==> src/rtl/delay_sound_timers_pkg.sv <==
// Shared platform constants and common types for the delay/sound timer block.
// The platform defines are guarded so a board-level build can override them
// with its own values.

`ifndef DELAY_SOUND_TIMERS_PLATFORM_DEFS
`define DELAY_SOUND_TIMERS_PLATFORM_DEFS

`ifndef CLOCK_SPEED
`define CLOCK_SPEED 50000000
`endif

`ifndef TONE_HZ_DEFAULT
`define TONE_HZ_DEFAULT 440
`endif

`endif

package delay_sound_timers_pkg;

    // Both timers are 8 bits wide and tick at 60 Hz
    localparam int unsigned TIMER_W = 8;

    typedef logic [TIMER_W-1:0] timer_t;

    localparam int unsigned DEFAULT_CLK_HZ  = `CLOCK_SPEED;
    localparam int unsigned DEFAULT_TONE_HZ = `TONE_HZ_DEFAULT;

    // Clock cycles per buzzer half-period
    function automatic int unsigned tone_half(input int unsigned clk_hz,
                                              input int unsigned tone_hz);
        return clk_hz / (2 * tone_hz);
    endfunction

endpackage

==> src/rtl/delay_sound_timers_countdown8.sv <==
// countdown8: 8-bit loadable timer that saturates at zero when decremented
// by the 60 Hz strobe and raises a one-cycle expiry pulse on a tick-driven
// 1 -> 0 transition.

module countdown8
    import delay_sound_timers_pkg::*;
(
    input  logic       clk,
    input  logic       rst_n,
    input  logic       tick,
    input  logic       we,
    input  logic [7:0] wdata,
    output logic [7:0] value,
    output logic       expired
);

    timer_t value_q, value_d;
    logic   expired_q, expired_d;

    // Next-state: a load wins over a coincident tick; zero holds on a tick
    always_comb begin
        value_d   = value_q;
        expired_d = 1'b0;
        if (we) begin
            value_d = wdata;
        end else if (tick && (value_q != '0)) begin
            value_d   = value_q - timer_t'(1);
            // Only a countdown reaching zero counts as expiry, never a load
            expired_d = (value_q == timer_t'(1));
        end
    end

    // Timer and expiry pulse registers
    always_ff @(posedge clk or negedge rst_n) begin
        if (!rst_n) begin
            value_q   <= '0;
            expired_q <= 1'b0;
        end else begin
            value_q   <= value_d;
            expired_q <= expired_d;
        end
    end

    assign value   = value_q;
    assign expired = expired_q;

endmodule

==> src/rtl/delay_sound_timers.sv <==
// delay_sound_timers: delay timer (DT) and sound timer (ST), each counting
// down at 60 Hz, plus a square-wave buzzer that runs while ST is nonzero.

module delay_sound_timers
    import delay_sound_timers_pkg::*;
#(
    parameter int unsigned CLK_HZ  = `CLOCK_SPEED,
    parameter int unsigned TONE_HZ = DEFAULT_TONE_HZ
) (
    input  logic       clk,
    input  logic       rst_n,
    input  logic       tick_60hz,
    input  logic       dt_we,
    input  logic       st_we,
    input  logic [7:0] wdata,
    output logic [7:0] dt_value,
    output logic [7:0] st_value,
    output logic       dt_expired,
    output logic       sound_active,
    output logic       buzzer
);

    // HALF must be at least 1, i.e. CLK_HZ >= 2 * TONE_HZ
    localparam int unsigned HALF = tone_half(CLK_HZ, TONE_HZ);
    localparam int unsigned CW   = $clog2(HALF + 1);
    localparam logic [CW-1:0] HALF_LAST = CW'(HALF - 1);

    logic          st_expired_unused;
    logic [CW-1:0] div_q, div_d;
    logic          buzzer_q, buzzer_d;

    countdown8 u_dt (
        .clk     (clk),
        .rst_n   (rst_n),
        .tick    (tick_60hz),
        .we      (dt_we),
        .wdata   (wdata),
        .value   (dt_value),
        .expired (dt_expired)
    );

    // The sound timer has no expiry output; its pulse is left unused
    countdown8 u_st (
        .clk     (clk),
        .rst_n   (rst_n),
        .tick    (tick_60hz),
        .we      (st_we),
        .wdata   (wdata),
        .value   (st_value),
        .expired (st_expired_unused)
    );

    assign sound_active = (st_value != 8'd0);

    // Tone divider next-state: idle forces phase to zero, a reload of ST
    // while active leaves the running phase untouched
    always_comb begin
        div_d    = div_q;
        buzzer_d = buzzer_q;
        if (!sound_active) begin
            div_d    = '0;
            buzzer_d = 1'b0;
        end else if (div_q == HALF_LAST) begin
            div_d    = '0;
            buzzer_d = ~buzzer_q;
        end else begin
            div_d = div_q + CW'(1);
        end
    end

    // Tone divider and buzzer registers
    always_ff @(posedge clk or negedge rst_n) begin
        if (!rst_n) begin
            div_q    <= '0;
            buzzer_q <= 1'b0;
        end else begin
            div_q    <= div_d;
            buzzer_q <= buzzer_d;
        end
    end

    assign buzzer = buzzer_q;

endmodule

==> config.mk <==
export PLATFORM = sky130hd
export DESIGN_NAME = delay_sound_timers
export DESIGN_NICKNAME = d
export VERILOG_FILES = /design/src/rtl/delay_sound_timers_pkg.sv /design/src/rtl/delay_sound_timers_countdown8.sv /design/src/rtl/delay_sound_timers.sv
export SDC_FILE = /design/constraint.sdc
export NUM_CORES = 1
export LEC_CHECK = 0
export BUFFER_PORTS_ARGS = -buffer_cell sky130_fd_sc_hd__buf_4
export CAP_MARGIN = 20
export CELL_PAD_IN_SITES_DETAIL_PLACEMENT = 0
export CELL_PAD_IN_SITES_GLOBAL_PLACEMENT = 1
export CORE_MARGIN = 2
export CORE_UTILIZATION = 46
export DETAILED_ROUTE_END_ITERATION = 6
export PLACE_DENSITY = 0.87
export SLEW_MARGIN = 20
export SYNTH_ARGS = -nofsm -noshare
export SYNTH_HDL_FRONTEND = slang
export SYNTH_HIERARCHICAL = 1
export SYNTH_SLANG_ARGS = --single-unit
==> constraint.sdc <==
create_clock -name clk -period 3.25 [get_ports clk]
set_clock_uncertainty 0.2 [all_clocks]
set_input_delay 0.65 -clock clk [delete_from_list [all_inputs] [get_ports clk]]
set_output_delay 0.65 -clock clk [all_outputs]
set_load 0.01 [all_outputs]
### After elaboration in Yosys (flattened, before gate mapping)

Index checks and enable logic that the tools add are counted.

| word-level totals | value |
|---|---|
| logic and storage cells | 28 |
| register bits after elaboration | 34 |
| output and inout port bits | 19 |
| bits of input ports | 13 |

| operators by class | value |
|---|---|
| eq/ne operators | 3 |
| bitwise gates (word level) | 1 |
| reductions and logical operators | 6 |
| add/sub/neg operators | 3 |
| mux-type cells | 10 |

Operator list:

| operator | count |
|---|---|
| 16-bit two-way mux | 2 |
| 8-bit two-way mux | 4 |
| 16-bit by 1-bit adder with 16-bit output (second input constant) | 1 |
| 16-bit == test (second input constant) | 1 |
| 8-bit nonzero test | 2 |
| 8-bit by 1-bit subtractor with 8-bit output (second input constant) | 2 |
| 8-bit by 1-bit == test with 1-bit output (second input constant) | 1 |
| 1-bit two-way mux | 4 |
| 2-bit nonzero test | 2 |
| 1-bit logical AND | 2 |
| 2-bit by 1-bit inequality test with 1-bit output (second input constant) | 1 |
| 1-bit NOT | 1 |

### Depth between registers and ports, before layout

Gate-level depths: netlist of run 1.

| logic depth | value |
|---|---|
| depth after elaboration | 4 |
| depth in mapped cells | 7 |
| mapped depth without buffers | 6 |

### Hierarchy

The synthesis of run 1 kept the hierarchy.

By module, submodules not included:

| module | area an instance (sq um) | times used | cells each | sequential area each (sq um) |
|---|---|---|---|---|
| countdown8 | 561.8 | 2 | 62 | 225.2 |
| delay_sound_timers | 875.8 | 1 | 89 | 425.4 |

### Least setup slack after synthesis of run 1

Ideal clock, no wire load.

| timing path | value |
|---|---|
| kind | register to register |
| from | register div_q[9] |
| to | register div_q[9] |
| buffers on the path | 2 |
| library setup time | 119 ps |
| arrival time | 1,697 ps |
| stages on the path, launching flop included | 7 |
| slack | 1,235 ps |
| period minus slack after synthesis | 2,015 ps |
| required time | 2,931 ps |
| path through | dfrtp_1 buf_6 or4b_1 or4_4 nand2_4 buf_8 nor2_1 |

| on the way | value |
|---|---|
| cells in the longest elaborated chain, start to end | 3 |
| elaborated cells between the ends (all ways) | 4 |
| classes of those cells | add/sub: 1; eq/ne: 1; mux: 2 |

Ends and longest elaborated chain:

| element | RTL line | source |
|---|---|---|
| from (decl) | delay_sound_timers.sv:29 | `logic [CW-1:0] div_q, div_d;` |
| from (signal assigned) | delay_sound_timers.sv:77 | `div_q <= div_d;` |
| 16-bit by 1-bit adder with 16-bit output or 16-bit == test (tied branches) | delay_sound_timers.sv:67, delay_sound_timers.sv:63 |  |
| 16-bit two-way mux (*) | delay_sound_timers.sv:63 | `end else if (div_q == HALF_LAST) begin` |
| 16-bit two-way mux (*) | delay_sound_timers.sv:60 | `if (!sound_active) begin` |
| via div_d[9] | delay_sound_timers.sv:29 |  |

Mark *: on every way through the listed nets, which the timed path passes. The rest lies on a longest branch.
A chain may end at the register's enable or synchronous reset.

### Final worst setup path of run 1

| timing path | value |
|---|---|
| from | register u_st.value_q[1] (netlist: u_st/value[1]) |
| to | output sound_active |

| on the way | value |
|---|---|
| cells in the longest elaborated chain, start to end | 1 |

Ends and longest elaborated chain:

| element | RTL line | source |
|---|---|---|
| from (decl) | delay_sound_timers_countdown8.sv:17 | `timer_t value_q, value_d;` |
| from (signal assigned) | delay_sound_timers_countdown8.sv:39 | `value_q <= value_d;` |
| 8-bit nonzero test | delay_sound_timers.sv:53 | `assign sound_active = (st_value != 8'd0);` |
| to (decl) | delay_sound_timers.sv:19 | `output logic sound_active,` |

Every way passes these cells.

==> results of run 1 <==
## per-layer routing
metal | vias to the layer above | GRT usage | routed length, um
met3 | 2 | 0.03655 | 165
met1 | 769 | 0.2575 | 2052
met5 | - | 0 | 0
li1 | 810 | - | -
met2 | 36 | 0.2703 | 1842
met4 | 0 | 0.06536 | 34
## placed cells by master, fill, tap and decap left out, types with 3 or more instances in the layout
master	n
a21oi_1	7
a311oi_1	4
a31oi_1	4
buf_4	31
clkbuf_8	6
dfrtp_1	34
ha_1	7
inv_1	16
nand2_1	23
nand3_1	8
nand4_1	5
nand4b_1	3
nor2_1	30
nor3_1	7
nor4_1	7
o21ai_0	4
o21ai_1	6
xnor2_1	17
## metrics by stage
stage | area, um^2 | util | hold WS [ns] | worst slack [ns] | std cells
2_1_floorplan | 1952 | - | 0.1544 | 1.235 | 209
3_3_place_gp | 2213 | 0.5494 | 0.3026 | 1.160 | 286
3_5_place_dp | 2213 | 0.5494 | 0.3080 | 1.129 | 286
4_1_cts | 2308 | 0.5730 | 0.1142 | 0.8160 | 294
5_1_grt | 2308 | 0.5730 | 0.1392 | 0.7819 | 294
6_report | 2308 | 0.5730 | 0.1103 | 0.8820 | 294
## state kept, by name (all words and copies together) (netlist names)
register,count
buzzer,1
div_q,16
u_st/value,8
u_dt/value,8
u_dt/expired,1
## worst max-delay path, stage by stage, from the launching register on
cell and delay, ns:
dfrtp_1 0.46, nor4_1 0.42, nand2_1 0.18, buf_4 0.18
## path summary, 6_finish.rpt
check | from | endpoint | slack [ns] | cells after the start
setup / recovery | u_st/value[1]$_DFFE_PN0P_ | sound_active | 0.88 | 3
hold / removal | rst_n | u_st/value[6]$_DFFE_PN0P_ | 0.11 | 1
setup reg to reg | div_q[9]$_DFF_PN0_ | div_q[10]$_DFF_PN0_ | 1.23 | 4
hold reg to reg | div_q[0]$_DFF_PN0_ | div_q[0]$_DFF_PN0_ | 0.31 | 1
max in group asynchronous | rst_n | u_dt/expired$_DFF_PN0_ | 2.44 | 1
min in group clk | div_q[0]$_DFF_PN0_ | div_q[0]$_DFF_PN0_ | 0.31 | 1
## power by group through the flow
stage	registers, W	logic, W	clock network, W
floorplan	0.000588	0.000213	0
global placement	0.000599	0.000318	0
detailed placement	0.000599	0.000326	0
CTS	0.000592	0.000327	0.000333
global route	0.000607	0.000368	0.000352
finish	0.000591	0.000325	0.000317
## final cells by class
cell class	instances	area (um^2)	share of cell area
clock buffer	6	82.58	0.03577
clock inverter	2	12.51	0.005420
inverter	16	60.06	0.02602
multi-input combinational	155	1007	0.4363
sequential	34	850.8	0.3686
tap	50	62.56	0.02710
timing repair buffer	31	232.7	0.1008
==> reports/results.tsv, run 1 <==
metric	value	unit
worstSetupStartpointType	flip-flop	
vias	1617	
cts_tree	done	
p_int	0.0008104	W
irDropWorstVdd	0.3116	mV
hp-class	in -> async	
hold_buffers	0	
pwr-share-clk	0.257	
antenna_left	0	
dieArea	4780	um^2
clk_latency	0.28	ns
grt_pass1_wl	7.072	mm
drive_gt1_frac	0.2008	
syn_to_final_growth	18.27	%
numCtsBuffers	5	
die_h	69.14	um
drtPass1Iterations	4	
grt_max_degree	35	
worstMarginPinSlew	0.4218	ns
vias_per_cell	5.500	
swShare	0.3426	
cts_htree_levels	2	
worstSetupEndpointType	output pin	
clkSinkCount	34	
postCtsResizedCells	0	
finalWeightedCongestion	0.7925	
p_switching	0.0004223	W
fill_cells	393	
hold_viol_final	0	
required	2.40	ns
avgSynthCellArea	9.339	um^2
routedWlPerCell	13.93	um
start_util	0.4845	
hpwl	3.006	mm
drt_iter0_markers	164	
root_buffer	clkbuf_8	
yosysWarnings	6	
totalPowerFinal	0.001233	W
run_status	complete, no violations	
final_min_period_over_clock_period	0.7286	
fmax	422.3	MHz
max-slew-margin-rel	0.7188	
totalWireLength	4.095	mm
comb_power_share	0.264	
grt_pass1_vias	1543	
critical_path_class	reg -> out	
gr-total-overflow	0	
grt_setup_unrepaired	false	
syn_inst	209	
rows	23	
fp.coreArea	4029	um^2
setup_tns	0	ns
cts.clk_slew.worst_paths	0.07	ns
worst-path-max-fanout	7	
period_needed	2.368	ns
setup-violations-final	0	
p_per_area	534.0	nW/um^2
io_pins	32	
cap_viol_max_count	0	
p_leak	1.011	nW
cp_data_arrival_time	1.52	ns
die_w	69.14	um
p_seq_frac	0.479	
port_buffers	31	
synth_fp_nets	229	
synth.cell_area	1952	um^2
drv_slew	0	
cts_setup_buffers	0	
antennaDiodeCount	0	
route.detailed.drc	0	
antenna_found_initial	0	
final_nets	263	
clockBufferDepth	2	
grt_util_all_layers	0.1801	
Power figures use the tool's default switching activity.
==> inputs of run 2 (changes only) <==
Settings changed: ABC_AREA from default to 1, CORE_UTILIZATION 46 to 41, PLACE_DENSITY 0.87 to 0.82.
Clock period 3.25 ns to 2.2 ns, I/O delays scaled along.
==> reports/results.tsv, run 2 <==
metric	value	unit	change
worst-path-max-fanout	7		unchanged
clkSinkCount	34		unchanged
drive_gt1_frac	0.2046		+0.003791
critPathSlowestCell	dfrtp_2		
met2_length	2.648	mm	+44%
path_cells	nor2_1 > nand2_1 > nor2_4 > inv_1 > buf_4		
drt_iter0_markers	122		-26%
clockBufferDepth	2		unchanged
cp_slowest_stage_delay	0.45	ns	about the same
grt_setup_unrepaired	false		
fill_cells	531		+35%
cts_htree_levels	2		unchanged
vias	2012		+24%
cp_data_arrival_time	1.36	ns	-0.16 ns
grt_max_degree	35		unchanged
start_util	0.4282		-0.05632
die_h	77.50	um	+12%
drv_slew	0		unchanged
hold_viol_final	0		unchanged
drtPass1Iterations	4		unchanged
p_leak	1.320	nW	+31%
final_min_period_over_clock_period	0.9098		
syn_to_final_growth	22.03	%	
final_nets	366		+39%
cts_tree	done		
fin_area	2703	um^2	+17%
yosysWarnings	6		unchanged
die_w	77.50	um	+12%
p_per_area	874.1	nW/um^2	+64%
wirelength_met1	2.387	mm	+16%
worstSetupStartpoint	u_st/value[5]$_DFFE_PN0P_		
vias_per_cell	4.825		-12%
totalWireLength	5.277	mm	+29%
finalWeightedCongestion	0.8320		+5.0%
port_buffers	31		unchanged
route.detailed.drc	0		unchanged
setup-violations-final	0		unchanged
cap_viol_max_count	0		unchanged
cts.clk_slew.worst_paths	0.08	ns	about the same
largest_reg_flops	16		unchanged
wl_met3	209	um	+27%
required	1.56	ns	-0.84 ns
dieArea	6005	um^2	+26%
numCtsBuffers	5		unchanged
run_status	complete, no violations		
max_flop_register	div_q		
timing.hold.ws	0.1739	ns	+0.06360 ns
place_area	2535	um^2	+15%
max-slew-margin-rel	0.6948		-0.02403
setup_tns	0	ns	unchanged
synth.cell_area	2215	um^2	+13%
grt_pass1_vias	2013		+30%
worstSetupEndpointType	output pin		
antenna_found_initial	0		unchanged
grt_pass1_wl	9.121	mm	+29%
synth_fp_nets	327		+43%
path_delay_family	flip-flops		
worstMarginPinSlew	0.4578	ns	+0.03604 ns
gr-total-overflow	0		unchanged
worstSetupStartpointType	flip-flop		
avgSynthCellArea	7.214	um^2	-23%
fmax	499.6	MHz	
period_needed	2.002	ns	
routedWlPerCell	12.65	um	-9.1%
grt_util_all_layers	0.1936		+0.01351
irDropWorstVdd	0.4000	mV	+28%
rows	26		+13%
fp.coreArea	5172	um^2	+28%
clk_latency	0.29	ns	about the same
critical_path_class	reg -> out		
root_buffer	clkbuf_8		
reg2reg_from	u_dt/value[0]$_DFFE_PN0P_		
hp-class	in -> reg		
top_layer_used	met4		
io_pins	32		unchanged
critPathBufInv	2		+1
min_from	wdata[6]		
antenna_left	0		unchanged
antennaDiodeCount	0		unchanged
final_common_cell	nand2_1		
syn_inst	307		+47%
layout_common_cells	91 x nand2_1, 53 x nor2_1, 33 x buf_4, 32 x nand3_1, 32 x dfrtp_1		
hpwl	3.882	mm	+29%
-- run 2: area by class of cell --
cell class,instances,area [um^2],share of cell area
flip-flops and latches,34,853.3,0.3157
well taps,70,87.58,0.03241
multi-input cells,240,1245,0.4606
repair buffers,34,257.7,0.09537
inverters,31,116.4,0.04306
clock buffers,6,82.58,0.03056
clock inverters,2,60.06,0.02222
-- run 2: worst paths after layout --
check / slack [ns] / end / cells after the start
max: 0.20 / sound_active / 5
min: 0.17 / u_dt/value[6]$_DFFE_PN0P_ / 3
max reg2reg: 0.43 / u_dt/value[1]$_DFFE_PN0P_ / 7
min reg2reg: 0.30 / div_q[0]$_DFF_PN0_ / 1
max in group asynchronous: 1.01 / u_st/value[5]$_DFFE_PN0P_ / 2
min in group asynchronous: 0.44 / div_q[10]$_DFF_PN0_ / 2
-- run 2: routing by layer --
| metal | up-vias | global-route usage |
|---|---|---|
| met5 | - | 0 |
| met4 | 0 | 0.07500 |
| met3 | 4 | 0.04186 |
| met2 | 37 | 0.3409 |
| met1 | 913 | 0.2296 |
| li1 | 1058 | - |
-- run 2: worst register-to-register path: stages (launching register included) --
cell and delay (ns):
dfrtp_1 0.41, inv_1 0.20, ha_1 0.24, nand2_4 0.07
o21ai_4 0.25, nand2_4 0.14, nand2_1 0.11, o21ai_2 0.05
-- run 2: stage by stage --
step / setup WS (ns) / instances / util / power (W)
2_1_floorplan: 0.5578 / 307 / - / 0.001381
3_3_place_gp: 0.3842 / 407 / 0.4901 / 0.001632
3_5_place_dp: 0.3661 / 407 / 0.4901 / 0.001637
4_1_cts: 0.03612 / 416 / 0.5196 / 0.002394
5_1_grt: 0.06864 / 417 / 0.5225 / 0.002547
6_report: 0.1985 / 417 / 0.5225 / 0.002362
-- run 2: what timing repair did --
item / 4_1_cts / 5_1_grt
gates resized for setup: 0 / 3
setup endpoints to repair: 0 / 1
buffers inserted: 0 / 1
hold endpoints to repair: 34 / 0
hold buffers: 1 / 0
-- run 2: report_power, final --
group	switching, W	internal [W]
registers	0.000156	0.000751
logic	0.000406	0.000309
clock network	0.000256	0.000484
total	0.000818	0.00154
